## config.mk

```make
export PLATFORM = sky130hd
export DESIGN_NAME = seq_detector_param_flat
export DESIGN_NICKNAME = d
export VERILOG_FILES = /design/src/rtl/seq_detector_param_if.sv /design/src/rtl/seq_detector_param.sv /design/src/flat_wrapper.sv
export SDC_FILE = /design/constraint.sdc
export NUM_CORES = 1
export LEC_CHECK = 0
export ABC_AREA = 1
export CAP_MARGIN = 25
export CORE_AREA = 3 3 61 63
export CTS_CLUSTER_DIAMETER = 50
export DETAILED_ROUTE_END_ITERATION = 6
export DIE_AREA = 0 0 64 66
export PLACE_DENSITY = 0.8
export SKIP_LAST_GASP = 1
export SLEW_MARGIN = 20
export SYNTH_ARGS = -nofsm -noshare
export SYNTH_HDL_FRONTEND = slang
export SYNTH_SLANG_ARGS = --single-unit
```

## constraint.sdc

```tcl
create_clock -name clk -period 3.3 [get_ports clk]
set_input_delay 0.66 -clock clk [delete_from_list [all_inputs] [get_ports clk]]
set_output_delay 0.66 -clock clk [all_outputs]
set_load 0.005 [all_outputs]
```

## src/rtl/seq_detector_param_if.sv

```systemverilog
// Serial detector bus: stream input, runtime pattern configuration, match status.
// With SEQDET_STICKY_EN defined, the bus also carries match_ack/match_flag.
interface seq_detector_param_if #(
  parameter int PAT_W = 6,
  parameter int CNT_W = 8
);
  logic             data_in;
  logic             in_valid;
  logic             cfg_load;
  logic [PAT_W-1:0] cfg_pattern;
  logic [PAT_W-1:0] cfg_mask;
  logic             overlap;
  logic             cnt_clr;
  logic             data_out;
  logic [PAT_W-1:0] shift_regs;
  logic [CNT_W-1:0] match_count;
  logic             cnt_sat;
`ifdef SEQDET_STICKY_EN
  logic             match_ack;
  logic             match_flag;

  modport master (
    output data_in, in_valid, cfg_load, cfg_pattern, cfg_mask, overlap, cnt_clr, match_ack,
    input  data_out, shift_regs, match_count, cnt_sat, match_flag
  );
  modport slave (
    input  data_in, in_valid, cfg_load, cfg_pattern, cfg_mask, overlap, cnt_clr, match_ack,
    output data_out, shift_regs, match_count, cnt_sat, match_flag
  );
`else
  modport master (
    output data_in, in_valid, cfg_load, cfg_pattern, cfg_mask, overlap, cnt_clr,
    input  data_out, shift_regs, match_count, cnt_sat
  );
  modport slave (
    input  data_in, in_valid, cfg_load, cfg_pattern, cfg_mask, overlap, cnt_clr,
    output data_out, shift_regs, match_count, cnt_sat
  );
`endif
endinterface

```

## src/rtl/seq_detector_param.sv

```systemverilog
// Parametrised serial sequence detector with maskable runtime pattern and saturating match counter.
// Optional sticky match flag with acknowledge is enabled by defining SEQDET_STICKY_EN.
module seq_detector_param #(
  parameter int               PAT_W     = 6,
  parameter int               CNT_W     = 8,
  parameter logic [PAT_W-1:0] PAT_RESET = PAT_W'(6'b101011)
) (
  input logic                clk,
  input logic                reset,
  seq_detector_param_if.slave bus
);

  localparam int               FILL_W    = $clog2(PAT_W + 1);
  localparam logic [FILL_W-1:0] FILL_FULL = FILL_W'(PAT_W);
  localparam logic [CNT_W-1:0]  CNT_MAX   = '1;

  logic [PAT_W-1:0]  window_q;
  logic [PAT_W-1:0]  pattern_q;
  logic [PAT_W-1:0]  mask_q;
  logic [FILL_W-1:0] fill_q;
  logic              data_out_q;
  logic [CNT_W-1:0]  count_q;
  logic              sat_q;

  logic              shift_en;
  logic [PAT_W-1:0]  next_window;
  logic [FILL_W-1:0] fill_inc;
  logic              hit;
  logic [CNT_W-1:0]  cnt_base;
  logic [CNT_W-1:0]  cnt_next;
  logic              sat_next;

  // NOTE: every signal driven here gets a default first, so no path can infer a latch.
  always_comb begin
    shift_en    = bus.in_valid & ~bus.cfg_load;
    next_window = {window_q[PAT_W-2:0], bus.data_in};
    fill_inc    = (fill_q == FILL_FULL) ? fill_q : fill_q + FILL_W'(1);
    hit         = shift_en && (fill_inc == FILL_FULL) && (mask_q != '0) &&
                  (((next_window ^ pattern_q) & mask_q) == '0);

    // Clear takes precedence, so a coincident match counts from zero.
    cnt_base = bus.cnt_clr ? '0 : count_q;
    sat_next = bus.cnt_clr ? 1'b0 : sat_q;
    cnt_next = cnt_base;
    if (hit && (cnt_base != CNT_MAX)) begin
      cnt_next = cnt_base + CNT_W'(1);
      if (cnt_next == CNT_MAX) sat_next = 1'b1;
    end
  end

  // NOTE: state registers use non-blocking assignments so every flop samples pre-edge values.
  // NOTE: pattern and mask are reset too, so detection is well defined straight out of reset.
  always_ff @(posedge clk or posedge reset) begin
    if (reset) begin
      window_q   <= '0;
      fill_q     <= '0;
      pattern_q  <= PAT_RESET;
      mask_q     <= '1;
      data_out_q <= 1'b0;
      count_q    <= '0;
      sat_q      <= 1'b0;
    end else begin
      data_out_q <= hit;
      count_q    <= cnt_next;
      sat_q      <= sat_next;
      if (bus.cfg_load) begin
        pattern_q <= bus.cfg_pattern;
        mask_q    <= bus.cfg_mask;
        window_q  <= '0;
        fill_q    <= '0;
      end else if (bus.in_valid) begin
        window_q <= next_window;
        // Non-overlapping mode demands a full set of fresh bits after each match.
        fill_q   <= (hit && !bus.overlap) ? '0 : fill_inc;
      end
    end
  end

  assign bus.data_out    = data_out_q;
  assign bus.shift_regs  = window_q;
  assign bus.match_count = count_q;
  assign bus.cnt_sat     = sat_q;

`ifdef SEQDET_STICKY_EN
  logic flag_q;

  // A match wins over a coincident acknowledge.
  always_ff @(posedge clk or posedge reset) begin
    if (reset)             flag_q <= 1'b0;
    else if (hit)          flag_q <= 1'b1;
    else if (bus.match_ack) flag_q <= 1'b0;
  end

  assign bus.match_flag = flag_q;
`endif

endmodule

```

## src/flat_wrapper.sv

```systemverilog
// flat-port wrapper written by rule: the top's interface ports become plain ports
module seq_detector_param_flat 
#(
  parameter int               PAT_W     = 6,
  parameter int               CNT_W     = 8,
  parameter logic [PAT_W-1:0] PAT_RESET = PAT_W'(6'b101011)
)
  (clk, reset, bus_data_in, bus_in_valid, bus_cfg_load, bus_cfg_pattern, bus_cfg_mask, bus_overlap, bus_cnt_clr, bus_data_out, bus_shift_regs, bus_match_count, bus_cnt_sat);
  seq_detector_param_if #(.PAT_W(PAT_W), .CNT_W(CNT_W)) bus_i ();
  input logic clk;
  input logic reset;
  input wire logic [$bits(bus_i.data_in)-1:0] bus_data_in;
  input wire logic [$bits(bus_i.in_valid)-1:0] bus_in_valid;
  input wire logic [$bits(bus_i.cfg_load)-1:0] bus_cfg_load;
  input wire logic [$bits(bus_i.cfg_pattern)-1:0] bus_cfg_pattern;
  input wire logic [$bits(bus_i.cfg_mask)-1:0] bus_cfg_mask;
  input wire logic [$bits(bus_i.overlap)-1:0] bus_overlap;
  input wire logic [$bits(bus_i.cnt_clr)-1:0] bus_cnt_clr;
  output wire logic [$bits(bus_i.data_out)-1:0] bus_data_out;
  output wire logic [$bits(bus_i.shift_regs)-1:0] bus_shift_regs;
  output wire logic [$bits(bus_i.match_count)-1:0] bus_match_count;
  output wire logic [$bits(bus_i.cnt_sat)-1:0] bus_cnt_sat;
  assign bus_i.data_in = bus_data_in;
  assign bus_i.in_valid = bus_in_valid;
  assign bus_i.cfg_load = bus_cfg_load;
  assign bus_i.cfg_pattern = bus_cfg_pattern;
  assign bus_i.cfg_mask = bus_cfg_mask;
  assign bus_i.overlap = bus_overlap;
  assign bus_i.cnt_clr = bus_cnt_clr;
  assign bus_data_out = bus_i.data_out;
  assign bus_shift_regs = bus_i.shift_regs;
  assign bus_match_count = bus_i.match_count;
  assign bus_cnt_sat = bus_i.cnt_sat;
  seq_detector_param #(.PAT_W(PAT_W), .CNT_W(CNT_W), .PAT_RESET(PAT_RESET)) u_core (.clk(clk), .reset(reset), .bus(bus_i));
endmodule
```

==> results of run 1 <==
[flip-flops by register name, indices dropped and copies added, names as in the netlist]
name / cells
u_core.bus.shift_regs: 6
u_core.bus.match_count: 8
u_core.bus.data_out: 1
u_core.pattern_q: 6
u_core.bus.cnt_sat: 1
u_core.fill_q: 3
u_core.mask_q: 6
[routing by layer]
metal  share of wire (%)  routed length [µm]  global-route usage [%]  vias to the layer above
li1                    -                   -                       -                      771
met1                  49                1730                    25.5                      648
met2                  46                1610                    30.1                       31
met3                 4.1                 145                    4.93                        4
met4                 1.0                  37                    4.85                        0
met5                   0                   0                       0                        -
[worst max-delay path, delay by kind of cell]
| family | cells | cell delay, ps |
|---|---|---|
| simple gates | 7 | 990 |
| compound gates | 1 | 70 |
| fa+ha+maj | 1 | 230 |
| buf+inv | 3 | 730 |
[layout make-up]
cell class	instances	area share, %
clock buffers	6	2.34
clock inverters	2	1.60
inverters	32	5.47
multi-input cells	151	34.8
flip-flops and latches	31	35.9
well taps	46	2.62
repair buffers	38	17.2
[power groups by stage]
stage	registers (mW)	logic [mW]	clock network [mW]
6_report	0.418	0.0911	0.306
5_1_grt	0.421	0.104	0.329
4_1_cts	0.418	0.0905	0.312
3_5_place_dp	0.425	0.0899	0
3_3_place_gp	0.424	0.0880	0
2_1_floorplan	0.421	0.0515	0
[Yosys cell counts]
library cell and instances:
buf_6 1, nor3_1 1, nand3_2 3, o21ai_0 12, inv_2 2, xor2_1 1, o22ai_1 6, nor2_4 3
nand2_1 74, clkbuf_1 2, dfrtp_1 21, nand3_1 17, inv_1 30, a21oi_1 1, nand2_4 1, nor2_2 3
nand2_2 1, buf_4 1, dfstp_2 10, nand4_1 1, nor2_1 13, ha_1 4, o21ai_2 7, nand3b_1 1
or2_2 1, o21ai_1 1
[path summary, 6_finish.rpt]
check	startpoint	endpoint	slack (ps)	cells past startpoint
hold reg to reg	u_core.pattern_q[1]	u_core.pattern_q[1]	480	2
hold / removal	u_core.pattern_q[1]	u_core.pattern_q[1]	480	2
max in group asynchronous	reset	u_core.mask_q[4]	2080	4
setup / recovery	bus_cnt_clr	u_core.bus.match_count[1]	880	12
min in group asynchronous	reset	u_core.bus.cnt_sat	560	2
setup reg to reg	u_core.fill_q[0]	u_core.bus.match_count[1]	1380	11
[stage by stage]
stage | instances | total power, mW | setup WS [ps] | utilization, %
6_report | 306 | 0.815 | 878 | 66.8
5_1_grt | 306 | 0.854 | 704 | 66.8
4_1_cts | 305 | 0.820 | 872 | 66.4
3_5_place_dp | 297 | 0.515 | 534 | 63.7
3_3_place_gp | 297 | 0.512 | 654 | 63.7
2_1_floorplan | 218 | 0.472 | 1240 | -
[logic make-up after synthesis]
logic type	count (synthesis)	synth area share (%)
adders and majority gates	4	2.95
xor gates and xnor gates	1	0.516
buffers and inverters	36	8.62
AOI/OAI and AO/OA	27	9.94
DFF	31	46.4
and+or+nand+nor	119	31.6
==> results.py, run 1 <==
metrics = {
    "setup_path": {
        "critical-path-slowest-cell": "clkdlybuf4s50_1",
        "cpPeakStageDelay_ps": 530,
        "crit_path_start_kind": "input pin",
        "path_cells": "clkdlybuf4s50_1 -> inv_2 -> nand2_1 -> inv_1 -> ha_1 -> nand3_1 -> nor2_1 -> nand3_2 -> nor2_4 -> nor2_4 -> nand2_1 -> o21ai_2",
        "required_ps": 3560,
        "crit_path_end_kind": "flip-flop",
        "worstPathArrival_ps": 2680,
        "crit_type": "in -> reg",
        "worstPathMaxFanout": 15,
    },
    "logic_synthesis": {
        "ys_warn_count": 0,
        "seq_area_frac_synth_pct": 46.4,
        "yosys.cell_types.count": 26,
        "synth_top_area_share_pct": 30.9,
        "ys_ff_latch": 31,
        "syn_area_um2": 1700,
        "syn_area_per_cell_um2": 7.79,
        "yosys.area.top_type": "dfrtp_1",
        "synthCells": 218,
        "synth.area.top_cells": "dfrtp_1 (31%), nand2_1 (16%), dfstp_2 (15%), inv_1 (6.6%), nand3_1 (5.0%)",
        "synth_fp_nets": 241,
    },
    "layout": {
        "syn_to_final_growth_pct": 29.2,
        "regArea_um2": 788,
        "antenna_cells": 0,
        "drive_gt1_share_pct": 16.5,
        "nNetsFinal": 282,
        "multiInputGateArea_um2": 764,
        "final_area_um2": 2190,
        "final_common_cell": "nand2_1",
        "mostFrequentLayoutCells": "nand2_1 (74), clkdlybuf4s50_1 (34), inv_1 (30)",
        "fillers": 275,
    },
    "sta": {
        "setup_violations": 0,
        "finalHoldViolations": 0,
        "worst_pin_slew_ps": 423,
        "fin_tns_setup_ps": 0,
        "finalClockSkew_ps": 5.82,
        "holdWs_ps": 477,
        "post-route-min-period_ps": 2420,
        "drv_slew": 0,
        "period_share_pct": 73.4,
        "rsz0062_at_grt": "false",
        "relSlewSlack_pct": 71.7,
        "maxClockFrequency_mhz": 413,
    },
    "power_and_ir_drop": {
        "pwr-share-clk_pct": 37.5,
        "combPwrFrac_pct": 11.2,
        "internal_power_mw": 0.628,
        "seqPwrFrac_pct": 51.3,
        "p_per_area_nw_per_um2": 371,
        "p_leak_nw": 1.06,
        "switchingPower_mw": 0.187,
        "p_sw_share_pct": 22.9,
        "ir_worst_vdd_mv": 0.270,
    },
    "route": {
        "dr.pass1.iters": 4,
        "via_per_inst": 4.75,
        "antenna_left": 0,
        "drc": 0,
        "wl_per_cell_um": 11.5,
        "routed_wl_um": 3530,
        "vias": 1454,
        "first_iter_violations": 103,
    },
    "clock_network": {
        "cts_tree": "yes",
        "clockBufferDepth": 2,
        "path_clk_slew_ps": 100,
        "cts_setup_buffers": 0,
        "clk_latency_ps": 320,
        "cts_root_buf": "clkbuf_4",
        "numCtsBuffers": 5,
        "cts.sinks": 31,
        "cts_htree_levels": 2,
        "hold_buffers": 0,
        "cts_resized": 0,
    },
    "floorplanning": {
        "row_count": 21,
        "die_w_um": 64,
        "dieArea_um2": 4220,
        "die_h_um": 66,
        "pin_count": 35,
        "core_area_um2": 3280,
        "initial_core_util_pct": 51.7,
    },
    "grt": {
        "antenna_found_initial": 0,
        "grt-ovfl-total": 0,
        "grt_pass1_vias": 1456,
        "grt_max_degree": 26,
        "grt_use_total_pct": 18.9,
        "grt_pass1_wl_um": 6240,
    },
    "placed_design": {
        "place.port_buffers": 34,
        "place_congestion": 0.860,
        "detailed_place_hpwl_um": 2700,
        "place_area_um2": 2090,
    },
    "min_path": {
        "worst_hold_path_type": "reg -> reg",
    },
    "outcome": {
        "status": "complete, no violations",
    },
    "job": {
        "max_cap_viol_count": 0,
    },
}
Note: power is estimated with default switching activity, not from simulation.
==> inputs of run 2 (changes only) <==
--- a/config.mk
+++ b/config.mk
@@ -7,11 +7,11 @@
 export LEC_CHECK = 0
 export ABC_AREA = 1
 export CAP_MARGIN = 25
-export CORE_AREA = 3 3 61 63
+export CORE_AREA = 3 3 65 67
 export CTS_CLUSTER_DIAMETER = 50
 export DETAILED_ROUTE_END_ITERATION = 6
-export DIE_AREA = 0 0 64 66
-export PLACE_DENSITY = 0.8
+export DIE_AREA = 0 0 68 70
+export PLACE_DENSITY = 0.74
 export SKIP_LAST_GASP = 1
 export SLEW_MARGIN = 20
 export SYNTH_ARGS = -nofsm -noshare
==> constraint.sdc (replaced) <==
create_clock -name clk -period 2.03 [get_ports clk]
set_input_delay 0.406 -clock clk [delete_from_list [all_inputs] [get_ports clk]]
set_output_delay 0.406 -clock clk [all_outputs]
set_load 0.005 [all_outputs]
==> run 2 against run 1 <==
Setup slack worse by 700 ps. Clock power is 51% higher. Total power is 58% higher. Count of clock-buffer cells in the layout is 1 higher. Die area is 13% higher. Via count is 3.6% higher. Clock skew is 3.1 ps lower. Final area is 4.2% higher. Register-to-register slack worse by 1100 ps. Critical endpoint is now u_core.bus.match_count[5].
==> results.py, run 2 (synthesis gave the netlist of run 1 again) <==
metrics = {
    "layout": {
        "final_area_um2": 2290,
        "syn_to_final_growth_pct": 34.6,
        "largest_reg_flops": 8,
        "regArea_um2": 788,
        "post-route-util_pct": 62.0,
        "fillers": 336,
        "nNetsFinal": 294,
        "mostFrequentLayoutCells": "nand2_1 (74), clkdlybuf4s50_1 (34), inv_1 (30)",
        "drive_gt1_share_pct": 19.5,
        "fin_cells": 320,
        "final_common_cell": "nand2_1",
        "antenna_cells": 0,
        "multiInputGateArea_um2": 764,
    },
    "sta": {
        "finalHoldViolations": 0,
        "fin_ws_ps": 181,
        "drv_slew": 0,
        "post-route-min-period_ps": 1850,
        "relSlewSlack_pct": 74.2,
        "rsz0062_at_grt": "false",
        "setup_violations": 0,
        "period_share_pct": 91.1,
        "worst_pin_slew_ps": 386,
        "maxClockFrequency_mhz": 541,
        "finalClockSkew_ps": 2.71,
    },
    "setup_path": {
        "critical_path.top_delay_family": "buffers and inverters",
        "reg2reg_depth": 12,
        "critPathBufInv": 4,
        "crit_path_end_kind": "flip-flop",
        "worstPathMaxFanout": 15,
        "required_ps": 2210,
        "path_depth": 13,
        "r2r-end": "u_core.bus.match_count[5]",
        "path_cells": "clkdlybuf4s50_1 -> inv_2 -> nand2_1 -> inv_1 -> ha_1 -> nand3_1 -> nor2_1 -> nand3_2 -> nor2_4 -> nor2_4 -> buf_12 -> nand2_1 -> o21ai_2",
        "reg2reg_setup_slack_ps": 290,
        "worstPathArrival_ps": 2020,
        "crit_type": "in -> reg",
        "crit_end": "u_core.bus.match_count[5]",
        "reg2reg_from": "u_core.fill_q[0]",
        "critPathLaunch": "bus_cnt_clr",
        "cpPeakStageDelay_ps": 430,
        "critical-path-slowest-cell": "clkdlybuf4s50_1",
        "crit_path_start_kind": "input pin",
    },
    "placed_design": {
        "place_inst": 311,
        "place.port_buffers": 34,
        "post-place-ws_ps": -205,
        "place_congestion": 0.803,
        "place_area_um2": 2190,
        "detailed_place_hpwl_um": 2750,
    },
    "grt": {
        "grt_use_total_pct": 17.7,
        "grt_pass1_vias": 1462,
        "grt_pass1_wl_um": 6470,
        "grt_max_degree": 32,
        "antenna_found_initial": 0,
        "grt-ovfl-total": 0,
    },
    "route": {
        "first_iter_violations": 85,
        "drc": 0,
        "wl_per_cell_um": 11.1,
        "dr.pass1.iters": 4,
        "vias": 1506,
        "antenna_left": 0,
        "via_per_inst": 4.71,
        "routed_wl_um": 3560,
    },
    "floorplanning": {
        "core_area_um2": 3690,
        "die_w_um": 68,
        "dieArea_um2": 4760,
        "initial_core_util_pct": 46.1,
        "row_count": 22,
        "pin_count": 35,
        "die_h_um": 70,
    },
    "power_and_ir_drop": {
        "fin_total_pwr_mw": 1.29,
        "ir_worst_vdd_mv": 0.491,
        "p_per_area_nw_per_um2": 565,
        "p_leak_nw": 1.11,
    },
    "clock_network": {
        "hold_buffers": 0,
        "cts_tree": "yes",
        "path_clk_slew_ps": 60,
        "cts_root_buf": "clkbuf_8",
        "cts_resized": 0,
        "clk_latency_ps": 280,
        "cts_setup_buffers": 0,
        "clockBufferDepth": 2,
        "cts.sinks": 31,
        "numCtsBuffers": 5,
        "cts_htree_levels": 2,
    },
    "job": {
        "max_cap_viol_count": 0,
    },
    "min_path": {
        "worst_hold_path_type": "reg -> reg",
        "hold_depth": 2,
        "min-delay-start": "u_core.mask_q[4]",
    },
    "outcome": {
        "status": "complete, no violations",
    },
}
-- run 2: changes by cell type in the layout (fill, tap and decap cells not counted) --
cell / previous run / this run
buf_4: 3 / 15
buf_12: 0 / 1
bufinv_16: 1 / 0
clkbuf_4: 5 / 0
clkbuf_1: 0 / 2
buf_8: 1 / 0
clkbuf_8: 1 / 5
-- run 2: cell type report --
type | instances | share of cell area [%]
sequential | 31 | 34.5
multi-input combinational | 151 | 33.4
timing repair buffer | 50 | 20.7
inverter | 32 | 5.25
clock buffer | 7 | 3.34
tap | 48 | 2.63
clock inverter | 1 | 0.219
-- run 2: how the worst min path moves through the flow --
stage,endpoint
final,u_core.mask_q[4]
after global routing,u_core.pattern_q[1]
after CTS,u_core.pattern_q[1]
after detailed placement,u_core.pattern_q[1]
after global placement,u_core.pattern_q[1]
after floorplan,u_core.pattern_q[1]
-- run 2: routing by layer --
layer,track usage [%],part of all wire [%]
met4,7.95,2.2
met3,3.86,3.6
met1,25.9,50
met2,24.4,44
met5,0,0
-- run 2: power by group --
group / internal, mW / total (mW) / switching, mW
combinational: 0.0727 / 0.149 / 0.0766
clock: 0.240 / 0.462 / 0.222
sequential: 0.659 / 0.680 / 0.0208
-- run 2: metrics by stage --
| step | hold WS [ps] | TNS [ps] |
|---|---|---|
| after CTS | 473 | 0 |
| after global placement | 462 | -1260 |
| after detailed placement | 463 | -1600 |
| after floorplan | 448 | 0 |
| after global routing | 482 | 0 |
| final | 471 | 0 |
-- run 2: tightest hold or removal path: stages, from the launching register on --
cell and delay, ps:
dfstp_2 370, nand2_1 60, nand2_1 40
==> inputs of run 3 (changes only) <==
--- a/config.mk
+++ b/config.mk
@@ -12,6 +12,8 @@
 export DETAILED_ROUTE_END_ITERATION = 6
 export DIE_AREA = 0 0 68 70
 export PLACE_DENSITY = 0.74
+export SETUP_SLACK_MARGIN = 0.1
+export SKIP_CTS_REPAIR_TIMING = 1
 export SKIP_LAST_GASP = 1
 export SLEW_MARGIN = 20
 export SYNTH_ARGS = -nofsm -noshare
==> run 3 against run 2 <==
Utilization grew 0.68 points. Clock power hardly changed. Critical path depth down 1. Register-to-register slack about the same. Setup slack improved by 120 ps. Global-route usage unchanged. Critical path type is now reg -> reg. Largest power group unchanged.
==> results.py, run 3 (synthesis gave the netlist of run 1 again) <==
metrics = {
    "job": {
        "max_cap_viol_count": 0,
    },
    "min_path": {
        "hold_depth": 2,
        "worst_hold_path_type": "reg -> reg",
    },
    "floorplanning": {
        "pin_count": 35,
        "die_h_um": 70,
        "core_area_um2": 3690,
        "die_w_um": 68,
        "initial_core_util_pct": 46.1,
        "row_count": 22,
        "dieArea_um2": 4760,
    },
    "layout": {
        "syn_to_final_growth_pct": 36.1,
        "final_common_cell": "nand2_1",
        "drive_gt1_share_pct": 21.2,
        "largest_reg_flops": 8,
        "regArea_um2": 788,
        "antenna_cells": 0,
        "fillers": 330,
        "fin_cells": 321,
        "mostFrequentLayoutCells": "nand2_1 (74), clkdlybuf4s50_1 (33), inv_1 (28)",
        "multiInputGateArea_um2": 779,
        "final_area_um2": 2310,
        "nNetsFinal": 295,
    },
    "setup_path": {
        "crit_type": "reg -> reg",
        "crit_path_end_kind": "flip-flop",
        "cpPeakStageDelay_ps": 360,
        "required_ps": 2240,
        "crit_path_start_kind": "flip-flop",
        "path_cells": "inv_1 -> ha_1 -> nand2_1 -> nand2_1 -> nand2_1 -> nand3_1 -> nor2_2 -> nand3_2 -> nor2_4 -> buf_12 -> nand2_1 -> o21ai_2",
        "critical_path.top_delay_family": "simple AND/OR/NAND/NOR gates",
        "critPathBufInv": 2,
        "path_common_cell": "nand2_1",
        "reg2reg_setup_slack_ps": 300,
        "critical-path-slowest-cell": "dfrtp_1",
        "reg2reg_depth": 12,
        "worstPathArrival_ps": 1940,
        "path_depth": 12,
        "worstPathMaxFanout": 15,
    },
    "placed_design": {
        "place_congestion": 0.803,
        "detailed_place_hpwl_um": 2750,
        "place_inst": 311,
        "place_area_um2": 2190,
        "place.port_buffers": 34,
    },
    "clock_network": {
        "cts_root_buf": "clkbuf_8",
        "cts_tree": "yes",
        "numCtsBuffers": 5,
        "cts_htree_levels": 2,
        "clockBufferDepth": 2,
        "path_clk_slew_ps": 60,
        "clk_latency_ps": 280,
        "cts.sinks": 31,
    },
    "power_and_ir_drop": {
        "p_leak_nw": 1.12,
        "p_per_area_nw_per_um2": 559,
        "ir_worst_vdd_mv": 0.491,
    },
    "route": {
        "wl_per_cell_um": 11.3,
        "antenna_left": 0,
        "drc": 0,
        "dr.pass1.iters": 4,
        "via_per_inst": 4.74,
        "routed_wl_um": 3640,
        "vias": 1520,
        "first_iter_violations": 88,
    },
    "grt": {
        "grt_max_degree": 32,
        "antenna_found_initial": 0,
        "grt-ovfl-total": 0,
        "grt_use_total_pct": 17.7,
        "grt_pass1_vias": 1462,
        "grt_pass1_wl_um": 6470,
    },
    "sta": {
        "post-route-min-period_ps": 1730,
        "finalClockSkew_ps": 2.77,
        "maxClockFrequency_mhz": 579,
        "drv_slew": 0,
        "worst_pin_slew_ps": 387,
        "rsz0062_at_grt": "false",
        "period_share_pct": 85.1,
        "relSlewSlack_pct": 74.2,
        "holdWs_ps": 471,
        "finalHoldViolations": 0,
        "setup_violations": 0,
    },
    "outcome": {
        "status": "complete, no violations",
    },
}
[run 3: per-stage QoR]
step / setup TNS, ps / utilization [%] / setup WS (ps) / power [mW]
after CTS: 0 / 61.5 / 94.6 / 1.31
after floorplan: 0 / - / 225 / 0.768
after global placement: -1260 / 59.3 / -151 / 0.839
final: 0 / 62.7 / 303 / 1.29
after detailed placement: -1600 / 59.3 / -205 / 0.842
after global routing: 0 / 62.7 / 140 / 1.36
[run 3: per-layer routing]
metal | GRT usage [%] | share of wire, % | up-vias
met3 | 3.86 | 3.1 | 6
met5 | 0 | 0 | -
met1 | 25.9 | 50 | 694
met2 | 24.4 | 44 | 24
li1 | - | - | 796
met4 | 7.95 | 2.3 | 0
[run 3: area by class of cell]
class | instances | area share [%]
Sequential cell | 31 | 34.1
Clock inverter | 1 | 0.216
Timing Repair Buffer | 51 | 20.9
Inverter | 32 | 5.19
Clock buffer | 7 | 3.30
Tap cell | 48 | 2.60
Multi-Input combinational cell | 151 | 33.7
[run 3: power breakdown]
group	total (mW)	internal [mW]	switching (mW)
registers	0.680	0.659	0.0208
logic	0.149	0.0724	0.0770
clock network	0.463	0.240	0.223
total	1.29	0.972	0.321
[run 3: path summary, 6_finish.rpt]
kind,start,to
worst max-delay path,u_core.fill_q[0],u_core.bus.match_count[5]
worst min-delay path,u_core.mask_q[4],u_core.mask_q[4]
worst max register to register,u_core.fill_q[0],u_core.bus.match_count[5]
worst min register to register,u_core.mask_q[4],u_core.mask_q[4]
max in group asynchronous,reset,u_core.mask_q[2]
min in group asynchronous,reset,u_core.bus.match_count[5]
[run 3: tightest hold or removal path, stage by stage (launching register included)]
cell	delay, ps
dfstp_2	370
nand2_1	60
nand2_1	40
